[src/rtl/layers_frame_arbiter.sv]
`default_nettype none
// ============================================================================
// Module   : layers_frame_arbiter
// Purpose  : Round-robin, frame-atomic merge of LAYER_COUNT byte streams onto
//            a single AXI-Stream output. Optional stall watchdog is compiled in
//            with macro LAYERS_FRAME_ARBITER_TIMEOUT_EN.
// Revision : 1.0 - initial release
// ============================================================================
module layers_frame_arbiter #(
   parameter int LAYER_COUNT = 5
) (
   input  logic                     clk_core,
   input  logic                     clk_core_rst,
   input  logic [LAYER_COUNT*8-1:0] s_axis_tdata,
   input  logic [LAYER_COUNT-1:0]   s_axis_tvalid,
   input  logic [LAYER_COUNT-1:0]   s_axis_tlast,
   output logic [LAYER_COUNT-1:0]   s_axis_tready,
   output logic [7:0]               m_axis_tdata,
   output logic [7:0]               m_axis_tdest,
   output logic                     m_axis_tvalid,
   output logic                     m_axis_tlast,
   input  logic                     m_axis_tready,
   input  logic [LAYER_COUNT-1:0]   cfg_layer_enable,
   input  logic [15:0]              cfg_timeout,
   input  logic                     cfg_timeout_clear,
   output logic [LAYER_COUNT-1:0]   status_grant,
   output logic [LAYER_COUNT-1:0]   status_timeout,
   output logic [LAYER_COUNT-1:0]   stat_frame_done
);

   localparam int IW = (LAYER_COUNT > 1) ? $clog2(LAYER_COUNT) : 1;

   typedef enum logic [0:0] {
      ST_IDLE  = 1'b0,
      ST_GRANT = 1'b1
   } state_t;

   state_t                 r_state;
   logic [IW-1:0]          r_grant;
   logic [IW-1:0]          r_last_grant;
   logic [LAYER_COUNT-1:0] r_frame_done;

   logic [LAYER_COUNT-1:0] w_req;
   logic [LAYER_COUNT-1:0] w_grant_onehot;
   logic [IW-1:0]          w_idx;
   logic [IW-1:0]          w_next;
   logic                   w_found;
   logic                   w_in_grant;
   logic                   w_hs_last;
   logic                   w_timeout_fire;
   logic [7:0]             w_bytes [LAYER_COUNT];

   for (genvar i = 0; i < LAYER_COUNT; i++) begin : g_unpack
      assign w_bytes[i] = s_axis_tdata[i*8 +: 8];
   end

   assign w_req          = s_axis_tvalid & cfg_layer_enable;
   assign w_in_grant     = (r_state == ST_GRANT);
   assign w_grant_onehot = LAYER_COUNT'(1) << r_grant;
   assign w_hs_last      = w_in_grant & s_axis_tvalid[r_grant] & m_axis_tready
                         & s_axis_tlast[r_grant];

   // Rotating priority: the layer after the last winner is searched first.
   always_comb begin
      w_found = 1'b0;
      w_next  = '0;
      w_idx   = '0;
      for (int k = 1; k <= LAYER_COUNT; k++) begin
         w_idx = IW'((int'(r_last_grant) + k) % LAYER_COUNT);
         if (!w_found && w_req[w_idx]) begin
            w_found = 1'b1;
            w_next  = w_idx;
         end
      end
   end

   always_comb begin
      m_axis_tvalid = 1'b0;
      m_axis_tdata  = '0;
      m_axis_tlast  = 1'b0;
      m_axis_tdest  = '0;
      s_axis_tready = '0;
      status_grant  = '0;
      if (w_in_grant) begin
         m_axis_tvalid = s_axis_tvalid[r_grant];
         m_axis_tdata  = w_bytes[r_grant];
         m_axis_tlast  = s_axis_tlast[r_grant];
         m_axis_tdest  = 8'(r_grant);
         s_axis_tready = w_grant_onehot & {LAYER_COUNT{m_axis_tready}};
         status_grant  = w_grant_onehot;
      end
   end

   assign stat_frame_done = r_frame_done;

   always_ff @(posedge clk_core or posedge clk_core_rst) begin
      if (clk_core_rst) begin
         r_state      <= ST_IDLE;
         r_grant      <= '0;
         r_last_grant <= IW'(LAYER_COUNT - 1);
         r_frame_done <= '0;
      end else begin
         r_frame_done <= '0;
         case (r_state)
            ST_IDLE: begin
               if (w_found) begin
                  r_grant <= w_next;
                  r_state <= ST_GRANT;
               end
            end
            ST_GRANT: begin
               if (w_hs_last) begin
                  r_frame_done <= w_grant_onehot;
                  r_last_grant <= r_grant;
                  r_state      <= ST_IDLE;
               end else if (w_timeout_fire) begin
                  r_last_grant <= r_grant;
                  r_state      <= ST_IDLE;
               end
            end
            default: r_state <= ST_IDLE;
         endcase
      end
   end

`ifdef LAYERS_FRAME_ARBITER_TIMEOUT_EN
   logic [15:0]            r_stall_cnt;
   logic [LAYER_COUNT-1:0] r_timeout;
   logic [15:0]            w_cnt_next;
   logic                   w_stall;

   assign w_stall        = w_in_grant & ~s_axis_tvalid[r_grant];
   assign w_cnt_next     = r_stall_cnt + 16'd1;
   // Fires on the cycle the stall count reaches the threshold.
   assign w_timeout_fire = w_stall && (cfg_timeout != 16'd0) && (w_cnt_next == cfg_timeout);
   assign status_timeout = r_timeout;

   always_ff @(posedge clk_core or posedge clk_core_rst) begin
      if (clk_core_rst) begin
         r_stall_cnt <= '0;
         r_timeout   <= '0;
      end else begin
         if (!w_stall || w_timeout_fire) begin
            r_stall_cnt <= '0;
         end else begin
            r_stall_cnt <= w_cnt_next;
         end
         r_timeout <= (cfg_timeout_clear ? '0 : r_timeout)
                    | (w_timeout_fire ? w_grant_onehot : '0);
      end
   end
`else
   logic w_unused;
   assign w_unused       = ^{cfg_timeout, cfg_timeout_clear};
   assign w_timeout_fire = 1'b0;
   assign status_timeout = '0;
`endif

endmodule
`default_nettype wire

[config.mk]
export PLATFORM = sky130hd
export DESIGN_NAME = layers_frame_arbiter
export DESIGN_NICKNAME = d
export VERILOG_FILES = /design/src/rtl/layers_frame_arbiter.sv
export SDC_FILE = /design/constraint.sdc
export NUM_CORES = 1
export LEC_CHECK = 0
export CAP_MARGIN = 20
export CELL_PAD_IN_SITES_DETAIL_PLACEMENT = 0
export CELL_PAD_IN_SITES_GLOBAL_PLACEMENT = 1
export CORE_MARGIN = 2
export CORE_UTILIZATION = 28
export CTS_CLUSTER_SIZE = 14
export DETAILED_ROUTE_END_ITERATION = 7
export HOLD_SLACK_MARGIN = 0.06
export PLACE_DENSITY_LB_ADDON = 0.05
export SLEW_MARGIN = 20
export SYNTH_ARGS = -nofsm -noshare
export SYNTH_HDL_FRONTEND = slang
export SYNTH_SLANG_ARGS = --single-unit
[constraint.sdc]
create_clock -name clk_core -period 4.33 [get_ports clk_core]
set_input_delay 0.866 -clock clk_core [delete_from_list [all_inputs] [get_ports clk_core]]
set_output_delay 0.866 -clock clk_core [all_outputs]
set_load 0.02 [all_outputs]
# Word level (Yosys, flattened, before mapping)
# Cells that the tools add are included.
[totals]
register_bits = 12
input_bits = 75
wordCells = 77
out_inout_bits = 38
[op_classes]
shift = 1
div = 5
reduce_logical = 10
n_bitwise = 7
n_addsub = 5
magnitude_cmp = 7
muxes = 38
[op_table]
columns = ["operator", "count"]
rows = [
  ["$mod 32x4->32 const B", 5],
  ["$bmux 8 s3", 1],
  ["$lt 3x4->1 const B", 6],
  ["$mux 8", 3],
  ["$bmux 1 s3", 7],
  ["$mux 5", 4],
  ["$mux 3", 6],
  ["$mux 1", 16],
  ["$and 5x5->5", 2],
  ["$add 3x2->4 const B", 2],
  ["$add 3x3->4 const B", 2],
  ["$shl 1x3->5 const A", 1],
  ["$add 3x1->4 const B", 1],
  ["$ge 4x4->1 const B", 1],
  ["$logic_and 1x1->1", 4],
  ["$logic_not 1->1", 4],
  ["$not 3->4", 1],
  ["$reduce_and 2->1", 2],
  ["$and 1x1->1", 3],
  ["$pmux 1 s2", 1],
  ["$not 1->1", 1],
]

# Depth between registers and ports, before layout
[logic_depth]
word_depth = 19
ltp_mapped = 19
depth_no_buf = 17

# Worst setup path before layout
# No wires, ideal clock.
[synth_timing]
path_type = "flip-flop to flip-flop"
start = "register r_last_grant[0]"
end = "register r_grant[1]"
synth_period_minus_slack_ns = 4.337
path_slack_ns = -0.007
arrival_time_ns = 4.205
required_ns = 4.198
stages_incl_launch_ff = 18
cell_sequence = "dfrtp_1 > buf_6 > clkinv_1 > buf_2 > ha_1 > buf_2 > xor2_1 > nand2_1 > ha_1 > or3b_2 > mux2_2 > nor3_1 > a31oi_1 > nor3b_1 > nor2_1 > a2111o_1 > a311oi_1 > a211oi_1"
[synth_between]
elab_chain_len = 18
elab_cells_between_ends = 39
cone_classes = "add/sub: 5; div: 5; mux: 20; reduce/logical: 9"
[synth_lines]
columns = ["item", "line", "source"]
rows = [
  ["start: declaration", "40", "logic [IW-1:0] r_last_grant;"],
  ["start signal: assignment", "100", "r_last_grant <= IW'(LAYER_COUNT - 1);"],
  ["start signal: assignment", "114", "r_last_grant <= r_grant;"],
  ["start signal: assignment", "117", "r_last_grant <= r_grant;"],
  ["$add 3x1->4", "69", "w_idx = IW'((int'(r_last_grant) + k) % LAYER_COUNT);"],
  ["$mod 32x4->32", "69", ""],
  ["$bmux 1 s3", "70", "if (!w_found && w_req[w_idx]) begin"],
  ["$mux 1 (implied by the code)", "70", ""],
  ["$mux 1", "70", ""],
  ["$logic_not 1->1", "70", ""],
  ["$logic_and 1x1->1", "70", ""],
  ["$mux 1", "70", ""],
  ["[2 not listed]", "-", ""],
  ["$mux 1", "70", ""],
  ["$logic_not 1->1", "70", ""],
  ["$logic_and 1x1->1", "70", ""],
  ["$mux 1", "70", ""],
  ["$logic_not 1->1", "70", ""],
  ["$logic_and 1x1->1", "70", ""],
  ["$mux 1", "70", ""],
  ["$reduce_and 2->1 (no line)", "-", ""],
  ["end signal: assignment", "107", "r_grant <= w_next;"],
  ["end: declaration", "39", "logic [IW-1:0] r_grant;"],
]
# Parallel ways exist; a longest one is shown, timed or not. The select of a mux whose other input is x is not followed.
# A chain may end at the register's enable or synchronous reset.

# Worst setup path in the final report
# Same ends and word-level chain as after synthesis.

==> results.toml <==
[run_status]
status = "complete, no violations"

[placement]
place.port_buffers = 85
dp_hpwl_um = 7590
dpl_worst_slack_ps = 357
gp_congestion = 0.860

[global_route]
grt_overflow = 0
grt_pass1_wl_um = 15100
grt_pass1_vias = 2887
antenna_found_initial = 0
track_usage = 0.169
grt_max_degree = 25

[sta]
tightest_slew_ps = 883
hold_violations = 0
max_freq_ghz = 0.248
finalCritPeriodShare = 0.930
setup_viol = 0
rsz0062_at_grt = "no"
fin_skew_ps = 4.20
drv_slew = 0
period_needed_ps = 4030
whs_ps = 628
relSlewSlack = 0.411
setup_ws_ps = 303
setup_tns_ps = 0

[yosys]
yosysUniqueCellTypes = 75
ys_seq_elements = 12
synth_edf_count = 0
ys.flop_type = "dfrtp_1"
avgSynthCellArea_sq_um = 7.71
ys_warn_count = 0
syn_inst = 360
synth_top_area_share = 0.108
synthTopCellsByCount = "nand2_1 (32), nor2_1 (27), ha_1 (24)"
synth_area_leaders = "ha_1 (11%), dfrtp_1 (9.9%), mux4_2 (8.1%)"
synth-async-reset-ratio = 1.00
yosysSeqAreaShare = 0.109
synth_area_sq_um = 2780
synth_top_area_cell = "ha_1"
yosysMostFrequentCell = "nand2_1"

[route]
viasPerCell = 5.20
firstDrtPassIters = 4
vias = 3049
drc = 0
ant_nets = 0
drt_iter0_drc = 146
drt-total-wl_um = 9320
wire_per_inst_um = 15.9

[cts]
tritoncts.num_buffers = 3
cts-htree-levels = 1
postCtsHoldBufs = 0
clk_pin_slew_ps = 50
cts_setup_buffers = 0
cts_tree = "yes"
cts_root_buf = "clkbuf_8"
cts.path.max_buffers = 2
cts_num_sinks = 12
clock_latency_ps = 230
cts-resized-gates = 0

[power_and_ir_drop]
p_seq_frac = 0.077
p_int_mw = 1.37
p_per_area_nw_per_um2 = 760
p_total_mw = 2.96
p_switching_mw = 1.59
p_sw_frac = 0.538
combPwrFrac = 0.890
clockPowerShare = 0.033
ir_drop_v = 0.000277
p_leak_nw = 1.56

[floorplanning]
die_w_um = 104
fp-row-count = 36
fp.dieH_um = 104
ioPinCount = 113
dieArea_sq_um = 10700
coreArea_sq_um = 9680
start_util = 0.287

[critical_path]
crit_buf_inv = 2
critPathCaptureType = "flop"
cp.required_ps = 4430
cp_common_cell = "nor2_1"
crit_family = "simple AND/OR/NAND/NOR gates"
crit_chain = "clkinv_1, ha_1, buf_4, nand2_1, nor2_1, nor2_1, ha_1, or4_1, a21oi_1, a211o_1, nor3b_2, nor2_1, a2111o_1, a311oi_1, a211oi_1"
start_kind = "flop"
cp_slowest_cell = "ha_1"
arrival_ps = 4130
slowest_delay_ps = 530
crit_path_max_fanout = 10
critical_path_class = "flop to flop"

[run]
max-cap-violations = 0

[finish]
drive_above_1_share = 0.124
area_delta_synth_final_pct = 40.3
diodes = 0
nNetsFinal = 553

[min_path]
hold_class = "flop to flop"
-- sequential cells by signal (all words and copies together), names as in the netlist --
| signal | flops |
|---|---|
| stat_frame_done | 5 |
| r_state | 1 |
| r_last_grant | 3 |
| r_grant | 3 |
-- per-layer routing --
metal  up-vias  track usage  routed length [um]
met5         -            0                   0
met2        37        0.297                4710
met1      1461        0.234                4360
met3         8      0.00629                 150
met4         0       0.0328                  94
li1       1543            -                   -
-- cell type report --
| class | instances | area (sq um) |
|---|---|---|
| clock buffers | 4 | 45.0 |
| fillers | 1025 | 5790 |
| well taps | 133 | 166 |
| flip-flops and latches | 12 | 302 |
| inverters | 22 | 85.1 |
| repair buffers | 109 | 1030 |
| multi-input cells | 306 | 2260 |
-- cells by family after synthesis --
family / after synthesis / share of synthesized area
AOI/OAI and AO/OA: 115 / 0.306
xor gates and xnor gates: 10 / 0.0343
adders and majority gates: 24 / 0.108
buffers and inverters: 51 / 0.0902
DFF: 12 / 0.109
muxes: 19 / 0.115
other: 1 / 0.00135
and+or+nand+nor: 128 / 0.236
-- worst paths after layout --
check	startpoint	endpoint	slack, ps	cells past startpoint
worst max-delay path	r_last_grant[0]	r_grant[1]	300	15
worst min-delay path	r_last_grant[2]	r_last_grant[2]	630	1
worst max register to register	r_last_grant[0]	r_grant[1]	300	15
worst min register to register	r_last_grant[2]	r_last_grant[2]	630	1
max in group asynchronous	clk_core_rst	r_last_grant[2]	3060	2
min in group asynchronous	clk_core_rst	stat_frame_done[3]	940	2
-- power by group through the flow --
stage	Sequential, mW	Combinational [mW]	Clock [mW]
final	0.226	2.63	0.0990
after global routing	0.241	2.90	0.113
after CTS	0.231	2.64	0.103
after detailed placement	0.232	2.62	0
after global placement	0.231	2.64	0
after floorplan	0.185	1.86	0
-- worst register-to-register path, stage by stage, from the launching register on --
cell	delay (ps)
dfrtp_1	350
clkinv_1	130
ha_1	530
buf_4	210
nand2_1	110
nor2_1	130
nor2_1	70
ha_1	270
or4_1	520
a21oi_1	130
a211o_1	150
nor3b_2	420
nor2_1	110
a2111o_1	350
a311oi_1	340
a211oi_1	80
-- through the flow --
stage | cell area [sq um] | cells | util
6_report | 3890 | 586 | 0.402
4_1_cts | 3890 | 586 | 0.402
3_3_place_gp | 3850 | 582 | 0.397
2_1_floorplan | 2810 | 369 | -
3_5_place_dp | 3850 | 582 | 0.397
5_1_grt | 3890 | 586 | 0.402
-- cell usage in the layout, fill, tap and decap left out, types with 3 or more instances in the layout --
master / synthesis / layout
conb_1: 1 / 10
a21o_1: 5 / 5
a211o_1: 3 / 3
dfrtp_1: 11 / 11
clkinv_1: 3 / 3
clkdlybuf4s50_1: 0 / 85
inv_1: 18 / 18
xnor2_1: 7 / 7
mux2i_1: 5 / 5
nand3_1: 12 / 12
a211oi_1: 6 / 6
o22ai_1: 3 / 3
o211ai_1: 4 / 4
mux4_2: 10 / 10
nor4_1: 11 / 11
a31oi_1: 6 / 6
a21oi_1: 20 / 20
buf_4: 10 / 24
nand2_1: 32 / 32
o21ai_0: 17 / 17
nand4_1: 4 / 4
a22o_1: 10 / 10
a21oi_2: 3 / 3
nand2b_1: 4 / 4
mux2_2: 4 / 4
nor3_1: 16 / 16
and2_1: 3 / 3
nor2b_1: 5 / 4
clkbuf_8: 0 / 3
nor2_1: 27 / 27
o31ai_1: 3 / 3
ha_1: 24 / 24
o21a_1: 5 / 5
(Power assumes the default switching activity.)
